### src/rtl/pipelined_control_unit_if.sv
// rtl/pipelined_control_unit_if.sv - ID-stage inputs and pipeline control outputs of the control unit
interface pipelined_control_unit_if #(
    parameter int OP_W     = 4,
    parameter int RA_W     = 3,
    parameter int ALU_OP_W = 3
);
    logic                id_valid;
    logic [OP_W-1:0]     id_op;
    logic [RA_W-1:0]     id_rs;
    logic [RA_W-1:0]     id_rt;
    logic [RA_W-1:0]     id_rd;
    logic                br_taken;
    logic                pc_write;
    logic                if_id_write;
    logic                if_id_flush;
    logic                id_illegal;
    logic [ALU_OP_W-1:0] ex_alu_op;
    logic                ex_alu_src;
    logic [1:0]          ex_fwd_a;
    logic [1:0]          ex_fwd_b;
    logic                mem_read;
    logic                mem_write;
    logic                mem_branch;
    logic                wb_reg_write;
    logic                wb_mem_to_reg;
    logic [RA_W-1:0]     wb_dst;

    modport master (
        output id_valid, id_op, id_rs, id_rt, id_rd, br_taken,
        input  pc_write, if_id_write, if_id_flush, id_illegal,
               ex_alu_op, ex_alu_src, ex_fwd_a, ex_fwd_b,
               mem_read, mem_write, mem_branch,
               wb_reg_write, wb_mem_to_reg, wb_dst
    );

    modport slave (
        input  id_valid, id_op, id_rs, id_rt, id_rd, br_taken,
        output pc_write, if_id_write, if_id_flush, id_illegal,
               ex_alu_op, ex_alu_src, ex_fwd_a, ex_fwd_b,
               mem_read, mem_write, mem_branch,
               wb_reg_write, wb_mem_to_reg, wb_dst
    );
endinterface

### src/rtl/pipelined_control_unit.sv
// rtl/pipelined_control_unit.sv - decode, stage control registers, load-use stall, branch squash, forwarding
module pipelined_control_unit #(
    parameter int OP_W     = 4,
    parameter int RA_W     = 3,
    parameter int ALU_OP_W = 3
) (
    input  logic clk,
    input  logic rst_n,
    pipelined_control_unit_if.slave bus
);
    typedef struct packed {
        logic [ALU_OP_W-1:0] alu_op;
        logic                alu_src;
        logic                mem_read;
        logic                mem_write;
        logic                branch;
        logic                reg_write;
        logic                mem_to_reg;
        logic [RA_W-1:0]     dst;
        logic [RA_W-1:0]     rs;
        logic [RA_W-1:0]     rt;
        logic                rt_used;
    } idex_t;

    typedef struct packed {
        logic            mem_read;
        logic            mem_write;
        logic            branch;
        logic            reg_write;
        logic            mem_to_reg;
        logic [RA_W-1:0] dst;
    } exmem_t;

    typedef struct packed {
        logic            reg_write;
        logic            mem_to_reg;
        logic [RA_W-1:0] dst;
    } memwb_t;

    idex_t  dec, idex;
    exmem_t exmem;
    memwb_t memwb;
    logic   dec_legal;
    logic   hi_zero;
    logic   ld_hit;
    logic   squash;
    logic   stall;

    // Illegal or invalid instructions decode to a full bubble, including dst/rs/rt,
    // so they can never trigger a stall or a forward further down.
    always_comb begin
        dec       = '0;
        dec_legal = 1'b0;
        hi_zero   = ((bus.id_op >> 4) == '0);
        if (bus.id_valid && hi_zero) begin
            case (bus.id_op[3:0])
                4'b0000, 4'b0001, 4'b0010, 4'b0110, 4'b0111: begin
                    dec_legal     = 1'b1;
                    dec.alu_op    = ALU_OP_W'(bus.id_op[2:0]);
                    dec.reg_write = 1'b1;
                    dec.dst       = bus.id_rd;
                    dec.rs        = bus.id_rs;
                    dec.rt        = bus.id_rt;
                    dec.rt_used   = 1'b1;
                end
                4'b1000: begin
                    dec_legal      = 1'b1;
                    dec.alu_src    = 1'b1;
                    dec.alu_op     = ALU_OP_W'(3'b010);
                    dec.mem_read   = 1'b1;
                    dec.mem_to_reg = 1'b1;
                    dec.reg_write  = 1'b1;
                    dec.dst        = bus.id_rt;
                    dec.rs         = bus.id_rs;
                end
                4'b1010: begin
                    dec_legal     = 1'b1;
                    dec.alu_src   = 1'b1;
                    dec.alu_op    = ALU_OP_W'(3'b010);
                    dec.mem_write = 1'b1;
                    dec.dst       = bus.id_rt;
                    dec.rs        = bus.id_rs;
                    dec.rt        = bus.id_rt;
                    dec.rt_used   = 1'b1;
                end
                4'b1110: begin
                    dec_legal   = 1'b1;
                    dec.branch  = 1'b1;
                    dec.alu_op  = ALU_OP_W'(3'b110);
                    dec.dst     = bus.id_rt;
                    dec.rs      = bus.id_rs;
                    dec.rt      = bus.id_rt;
                    dec.rt_used = 1'b1;
                end
                default: dec_legal = 1'b0;
            endcase
        end
    end

    always_comb begin
        ld_hit = idex.mem_read && (idex.dst != '0) &&
                 ((dec_legal && (idex.dst == bus.id_rs)) ||
                  (dec.rt_used && (idex.dst == bus.id_rt)));
        squash = exmem.branch && bus.br_taken;
        stall  = ld_hit && !squash;
    end

    always_ff @(posedge clk or negedge rst_n) begin
        if (!rst_n) begin
            idex  <= '0;
            exmem <= '0;
            memwb <= '0;
        end else begin
            idex  <= (stall || squash) ? '0 : dec;
            exmem <= squash ? '0 : exmem_t'{idex.mem_read, idex.mem_write, idex.branch,
                                             idex.reg_write, idex.mem_to_reg, idex.dst};
            memwb <= memwb_t'{exmem.reg_write, exmem.mem_to_reg, exmem.dst};
        end
    end

    function automatic logic [1:0] fwd_sel(input logic [RA_W-1:0] src, input logic used);
        if (!used || src == '0)                              return 2'b00;
        else if (exmem.reg_write && exmem.dst == src)        return 2'b10;
        else if (memwb.reg_write && memwb.dst == src)        return 2'b01;
        else                                                 return 2'b00;
    endfunction

    assign bus.pc_write      = !stall;
    assign bus.if_id_write   = !stall;
    assign bus.if_id_flush   = squash;
    assign bus.id_illegal    = rst_n && bus.id_valid && !dec_legal;
    assign bus.ex_alu_op     = idex.alu_op;
    assign bus.ex_alu_src    = idex.alu_src;
    assign bus.ex_fwd_a      = fwd_sel(idex.rs, 1'b1);
    assign bus.ex_fwd_b      = fwd_sel(idex.rt, idex.rt_used);
    assign bus.mem_read      = exmem.mem_read;
    assign bus.mem_write     = exmem.mem_write;
    assign bus.mem_branch    = exmem.branch;
    assign bus.wb_reg_write  = memwb.reg_write;
    assign bus.wb_mem_to_reg = memwb.mem_to_reg;
    assign bus.wb_dst        = memwb.dst;
endmodule
### src/flat_wrapper.sv
// flat-port wrapper written by rule: the top's interface ports become plain ports
module pipelined_control_unit_flat 
#(
    parameter int OP_W     = 4,
    parameter int RA_W     = 3,
    parameter int ALU_OP_W = 3
)
  (clk, rst_n, bus_id_valid, bus_id_op, bus_id_rs, bus_id_rt, bus_id_rd, bus_br_taken, bus_pc_write, bus_if_id_write, bus_if_id_flush, bus_id_illegal, bus_ex_alu_op, bus_ex_alu_src, bus_ex_fwd_a, bus_ex_fwd_b, bus_mem_read, bus_mem_write, bus_mem_branch, bus_wb_reg_write, bus_wb_mem_to_reg, bus_wb_dst);
  pipelined_control_unit_if #(.OP_W(OP_W), .RA_W(RA_W), .ALU_OP_W(ALU_OP_W)) bus_i ();
  input  logic clk;
  input  logic rst_n;
  input wire logic [$bits(bus_i.id_valid)-1:0] bus_id_valid;
  input wire logic [$bits(bus_i.id_op)-1:0] bus_id_op;
  input wire logic [$bits(bus_i.id_rs)-1:0] bus_id_rs;
  input wire logic [$bits(bus_i.id_rt)-1:0] bus_id_rt;
  input wire logic [$bits(bus_i.id_rd)-1:0] bus_id_rd;
  input wire logic [$bits(bus_i.br_taken)-1:0] bus_br_taken;
  output wire logic [$bits(bus_i.pc_write)-1:0] bus_pc_write;
  output wire logic [$bits(bus_i.if_id_write)-1:0] bus_if_id_write;
  output wire logic [$bits(bus_i.if_id_flush)-1:0] bus_if_id_flush;
  output wire logic [$bits(bus_i.id_illegal)-1:0] bus_id_illegal;
  output wire logic [$bits(bus_i.ex_alu_op)-1:0] bus_ex_alu_op;
  output wire logic [$bits(bus_i.ex_alu_src)-1:0] bus_ex_alu_src;
  output wire logic [$bits(bus_i.ex_fwd_a)-1:0] bus_ex_fwd_a;
  output wire logic [$bits(bus_i.ex_fwd_b)-1:0] bus_ex_fwd_b;
  output wire logic [$bits(bus_i.mem_read)-1:0] bus_mem_read;
  output wire logic [$bits(bus_i.mem_write)-1:0] bus_mem_write;
  output wire logic [$bits(bus_i.mem_branch)-1:0] bus_mem_branch;
  output wire logic [$bits(bus_i.wb_reg_write)-1:0] bus_wb_reg_write;
  output wire logic [$bits(bus_i.wb_mem_to_reg)-1:0] bus_wb_mem_to_reg;
  output wire logic [$bits(bus_i.wb_dst)-1:0] bus_wb_dst;
  assign bus_i.id_valid = bus_id_valid;
  assign bus_i.id_op = bus_id_op;
  assign bus_i.id_rs = bus_id_rs;
  assign bus_i.id_rt = bus_id_rt;
  assign bus_i.id_rd = bus_id_rd;
  assign bus_i.br_taken = bus_br_taken;
  assign bus_pc_write = bus_i.pc_write;
  assign bus_if_id_write = bus_i.if_id_write;
  assign bus_if_id_flush = bus_i.if_id_flush;
  assign bus_id_illegal = bus_i.id_illegal;
  assign bus_ex_alu_op = bus_i.ex_alu_op;
  assign bus_ex_alu_src = bus_i.ex_alu_src;
  assign bus_ex_fwd_a = bus_i.ex_fwd_a;
  assign bus_ex_fwd_b = bus_i.ex_fwd_b;
  assign bus_mem_read = bus_i.mem_read;
  assign bus_mem_write = bus_i.mem_write;
  assign bus_mem_branch = bus_i.mem_branch;
  assign bus_wb_reg_write = bus_i.wb_reg_write;
  assign bus_wb_mem_to_reg = bus_i.wb_mem_to_reg;
  assign bus_wb_dst = bus_i.wb_dst;
  pipelined_control_unit #(.OP_W(OP_W), .RA_W(RA_W), .ALU_OP_W(ALU_OP_W)) u_core (.clk(clk), .rst_n(rst_n), .bus(bus_i));
endmodule
### config.mk
export PLATFORM = sky130hd
export DESIGN_NAME = pipelined_control_unit_flat
export DESIGN_NICKNAME = d
export VERILOG_FILES = /design/src/rtl/pipelined_control_unit_if.sv /design/src/rtl/pipelined_control_unit.sv /design/src/flat_wrapper.sv
export SDC_FILE = /design/constraint.sdc
export NUM_CORES = 1
export LEC_CHECK = 0
export ABC_CLOCK_PERIOD_IN_PS = 2200
export BUFFER_PORTS_ARGS = -buffer_cell sky130_fd_sc_hd__buf_2
export CORE_ASPECT_RATIO = 1.1
export CORE_MARGIN = 2
export CORE_UTILIZATION = 35
export CTS_CLUSTER_DIAMETER = 50
export DETAILED_ROUTE_END_ITERATION = 12
export PLACE_DENSITY = 0.62
export SYNTH_ARGS = -nofsm -noshare
export SYNTH_HDL_FRONTEND = slang
export SYNTH_SLANG_ARGS = --single-unit
### constraint.sdc
create_clock -name clk -period 2.2 [get_ports clk]
set_input_delay 0.44 -clock clk [delete_from_list [all_inputs] [get_ports clk]]
set_output_delay 0.44 -clock clk [all_outputs]
set_load 0.03 [all_outputs]
* Yosys cells after proc, flatten, opt, wreduce, memory -nomap -nowiden
Index checks and enable logic that the tools add are counted.
** Word-level totals
- Register bits after elaboration :: 32
- Bits of input ports :: 17
- Output and inout bits :: 20
- Word-level logic and storage cells :: 81
** Cells by class
- Eq/ne operators :: 13
- Muxes and demuxes :: 19
- Reduce and logical (&&, ||, !) cells :: 29
** Operators with widths (number)
- 19-bit two-way mux :: 2
- 3-bit equality test :: 6
- 4-bit equality test, second input constant :: 3
- 1-bit logical AND :: 12
- 6-bit case mux with 2 select lines :: 1
- 1-bit two-way mux :: 9
- 3-bit case mux with 3 select lines :: 1
- 4-bit by 3-bit equality test with 1-bit output, second input constant :: 2
- 2-bit two-way mux :: 4
- 8-bit two-way mux :: 1
- 8-bit OR reduction :: 1
- 7-bit OR reduction :: 1
- 3-bit logical NOT :: 2
- 6-bit OR reduction :: 1
- 5-bit OR reduction :: 1
- 4-bit by 1-bit equality test with 1-bit output, second input constant :: 1
- 4-bit by 2-bit equality test with 1-bit output, second input constant :: 1
- 1-bit logical NOT :: 4
- 4-bit logical NOT :: 1
- 4-bit two-way mux :: 1
- 1-bit logical OR :: 3
- 3-bit nonzero test :: 1
- 3-bit OR reduction :: 1
- 2-bit OR reduction :: 1

* Depth between registers and ports, before layout
- Depth after elaboration :: 10
- Mapped depth :: 7
- Depth with buffers taken out :: 5

* Worst setup path before layout
Ideal clock, no wire load.
- Kind :: input port to output port
- Start :: in bus_id_op[1]
- End :: out bus_pc_write
- Arrival time :: 1664 ps
- Slack :: 96 ps
- Stages :: 7
- Buffers on the path :: 2
- Cells stage by stage :: buf_6 > nand2b_1 > and4b_1 > nand2_1 > a21oi_2 > nand2_1 > buf_4
** On the way
- Longest elaborated chain between the ends :: 9
** Ends and longest elaborated chain
- from (decl) :: RTL line flat_wrapper.sv:13 : input wire logic [$bits(bus_i.id_op)-1:0] bus_id_op;
- 4-bit by 1-bit equality test with 1-bit output (tied with other cells) :: RTL line pipelined_control_unit.sv:56 : case (bus.id_op[3:0])
- 8-bit OR reduction (no line) / 7-bit OR reduction (equally long branches)
- 1-bit two-way mux / 4-bit two-way mux (equally long branches) :: RTL line pipelined_control_unit.sv:56
- 1-bit two-way mux / 19-bit two-way mux (equally long branches) :: RTL line pipelined_control_unit.sv:55 : if (bus.id_valid && hi_zero) begin
- 1-bit logical AND, on equally long branches :: RTL line pipelined_control_unit.sv:102, pipelined_control_unit.sv:103
- 1-bit logical OR * :: RTL line pipelined_control_unit.sv:102 : ((dec_legal && (idex.dst == bus.id_rs)) ||
- 1-bit logical AND * :: RTL line pipelined_control_unit.sv:101 : ld_hit = idex.mem_read && (idex.dst != '0) &&
- 1-bit logical AND * :: RTL line pipelined_control_unit.sv:105 : stall = ld_hit && !squash;
- 1-bit logical NOT *
- to (decl) :: RTL line flat_wrapper.sv:18 : output wire logic [$bits(bus_i.pc_write)-1:0] bus_pc_write;
Every way passes the cells marked *; elsewhere a longest branch is shown, timed or not.

* Worst setup path in the final report
- Start :: reg u_core.idex[8] (netlist bit)
- End :: out bus_if_id_write
** On the way
- Longest elaborated chain between the ends :: 6
** Ends and longest elaborated chain
- from (decl) :: RTL line pipelined_control_unit.sv:40 : idex_t dec, idex;
- from (signal assigned) :: RTL line pipelined_control_unit.sv:114 : idex <= (stall || squash) ? '0 : dec;
- 3-bit equality test, on equally long branches :: RTL line pipelined_control_unit.sv:102, pipelined_control_unit.sv:103
- 1-bit logical AND, on equally long branches :: RTL line pipelined_control_unit.sv:102, pipelined_control_unit.sv:103
- 1-bit logical OR :: RTL line pipelined_control_unit.sv:102
- 1-bit logical AND * :: RTL line pipelined_control_unit.sv:101
- 1-bit logical AND * :: RTL line pipelined_control_unit.sv:105
- 1-bit logical NOT * :: RTL line pipelined_control_unit.sv:129 : assign bus.if_id_write = !stall;
- to (decl) :: RTL line flat_wrapper.sv:19 : output wire logic [$bits(bus_i.if_id_write)-1:0] bus_if_id_write;
Marks and branches as above.

==> summary.txt <==
Logic synthesis
  – Sequential share of the synthesized area: 51.8%
  – Area contributors post-synth: dfrtp_1 52%, xnor2_1 6.0%, nor2_1 5.2%
  – Synth unique cells: 33
  – Synth Area per Inst: 9.86 um2
  – Post-synth EDFFs: 0
  – Cell count after synthesis: 147
  – Number of synthesized register bits: 30
  – Synth area leader: dfrtp_1
  – Async set-or-reset flop fraction in the synthesized netlist: 100%
  – Yosys warning count: 0
  – Mapped Area: 1450 um2
  – Synth Net Count: 164
  – Main flop type after synthesis: dfrtp_1
  – Synth top area share: 51.8%

Detailed routing
  – Aggregate routed wire length: 2940 um
  – DR pass1 iterations: 6
  – Starting DRT DRC Count: 55
  – Vias: 1,160
  – Routed len/inst: 12.0 um
  – Post-route DRC violation count: 0
  – DR vias/cell: 4.73
  – Antenna viol nets, final: 0

Final layout
  – Share of cells above drive strength 1: 30.6%
  – Largest registers: u_core.idex x14, u_core.exmem x4
  – Area Growth Syn to Fin: 25.4%
  – Multi-input gate area: 637 um2
  – Max reg flops: 14
  – Most common cell after layout, fill and taps aside: buf_2
  – Antenna fix cells: 0
  – Biggest register: u_core.idex
  – Most frequent cells in the layout: 34 x buf_2, 29 x dfrtp_1, 20 x nor2_1, 15 x nand2_1, 10 x xnor2_1
  – Final nets: 209
  – Fillcell total: 414
  – Register area: 752 um2

Timing
  – Hold Slack: 0.215 ns
  – Max Clock Skew: 0.00305 ns
  – Highest Clock Rate: 474 MHz
  – Worst-Margin Slew: 0.483 ns
  – Final Hold Viols: 0
  – Post-layout minimum cycle time: 2.11 ns
  – Final setup viols: 0
  – Worst setup margin: 0.0882 ns
  – Fin crit share: 96.0%
  – Final count of pins violating max slew: 0
  – Worst slew margin: 67.8%

Outcome
  – Status: completed

GRT
  – Initial antenna violation count: 0
  – Largest net degree at the start of global routing: 31
  – GRT overflow: 0
  – Number of global-route vias before repair: 1,042
  – Overall Global Routing Usage: 13.1%
  – First-pass GRT wire length: 4690 um

Power and ir drop
  – Leak Pwr: 0.920 nW
  – Pwr dens: 657 nW/um2
  – VDD IR max: 350 uV

Die
  – Die W: 65.3 um
  – I/O pin total: 37
  – Initial Util: 36.6%
  – Die H: 71.5 um
  – Core Region: 3960 um2
  – Die area: 4670 um2
  – Site row count: 24

CTS
  – Quantity of hold-fixing buffers added after cts: 0
  – H-tree Lvls: 2
  – Clock Sinks: 30
  – Clk Latency, worst-skew pair: 0.27 ns
  – CTS tree: built
  – Clock Pin Slew Worst Setup and Hold Paths: 0.06 ns
  – CTS Root Cell: clkbuf_8
  – TritonCTS Buffers: 5
  – Clk buf depth: 2

Worst setup path
  – Startpoint Class: register
  – Critical Path AT: 1.67 ns
  – Critical path fanouts, max: 2
  – Critical path endpoint category: output pin
  – Critical path class: register to output pin
  – Data required time of the worst path: 1.76 ns

Place
  – DP HPWL: 2260 um
  – Final Wtd Congestion: 0.796
  – Pre-CTS setup slack: 0.0994 ns
  – PortBufs: 36

Hold path
  – Tightest Hold Check Type: input port to asynchronous set/reset pin

Flow run
  – Max Cap Viol: 0
-- final cells by class --
class | count | area share [%]
repair buffers | 44 | 13.9
well taps | 52 | 3.58
clock buffers | 7 | 4.75
flip-flops and latches | 30 | 41.4
clock inverters | 1 | 0.275
multi-input cells | 106 | 35.1
inverters | 5 | 1.03
-- per-layer routing --
layer	vias up	routed length [um]	track usage, %
li1	581	-	-
met1	545	1320	17.3
met2	31	1430	21.1
met3	3	176	3.92
met4	0	21	3.47
met5	-	0	0
-- cell usage after synthesis, types with 2 or more instances --
library cell,number
nor3_1,6
inv_1,5
nor4_1,2
dfrtp_1,30
buf_4,4
nand4_1,2
nand2b_1,3
a22oi_1,3
nor2_1,20
xnor2_1,10
xor2_1,5
nand2_1,16
o31ai_1,2
o221ai_1,2
and2_1,8
o21ai_0,3
nor2b_1,3
nand3_1,6
a21oi_1,3
-- timing repair --
action / CTS / global route
setup endpoints to repair: 2 / 2
buffers inserted: 2 / 3
resized for setup: 0 / 8
pin swaps: 3 / 4
-- critical path: stages, from the launching register on --
cell and delay (ns):
dfrtp_2 0.41, xor2_1 0.15, nor3_2 0.24, o211ai_2 0.15, a21oi_2 0.19, nand2_2 0.09
buf_6 0.16
-- logic make-up after synthesis --
family / count (synthesis) / share of synthesized area, %
flip-flops: 30 / 51.8
AO/OA/AOI/OAI: 20 / 10.1
buffers and inverters: 11 / 4.40
XOR/XNOR: 15 / 9.07
AND/OR/NAND/NOR: 71 / 24.6
-- power by group --
group | leakage (nW) | switching [mW] | internal, mW | total (mW)
registers | 0.404 | 0.0210 | 0.576 | 0.597
logic | 0.468 | 0.0986 | 0.0650 | 0.164
clock network | 0.0482 | 0.183 | 0.251 | 0.434
total | 0.920 | 0.302 | 0.892 | 1.19
-- final timing paths --
check,endpoint,depth (start not counted),startpoint,slack [ns]
max,bus_if_id_write,6,u_core.idex[8],0.09
min,u_core.bus.mem_branch,2,rst_n,0.21
max reg2reg,u_core.idex[14],7,u_core.idex[8],0.32
min reg2reg,u_core.bus.wb_mem_to_reg,0,u_core.bus.mem_read,0.37
max in group asynchronous,u_core.idex[8],2,rst_n,1.70
min in group clk,u_core.bus.wb_mem_to_reg,0,u_core.bus.mem_read,0.37
-- stage by stage --
step | power [mW] | utilization [%] | instance area [um2] | setup TNS, ns | std cells
after floorplan | 0.707 | - | 1450 | 0 | 147
after global placement | 0.766 | 42.2 | 1670 | 0 | 232
after detailed placement | 0.767 | 42.2 | 1670 | 0 | 232
after CTS | 1.21 | 44.9 | 1780 | 0 | 242
after global routing | 1.25 | 45.8 | 1820 | -0.0242 | 245
final | 1.19 | 45.8 | 1820 | 0 | 245
No activity file was read; power rests on OpenSTA's default activity.
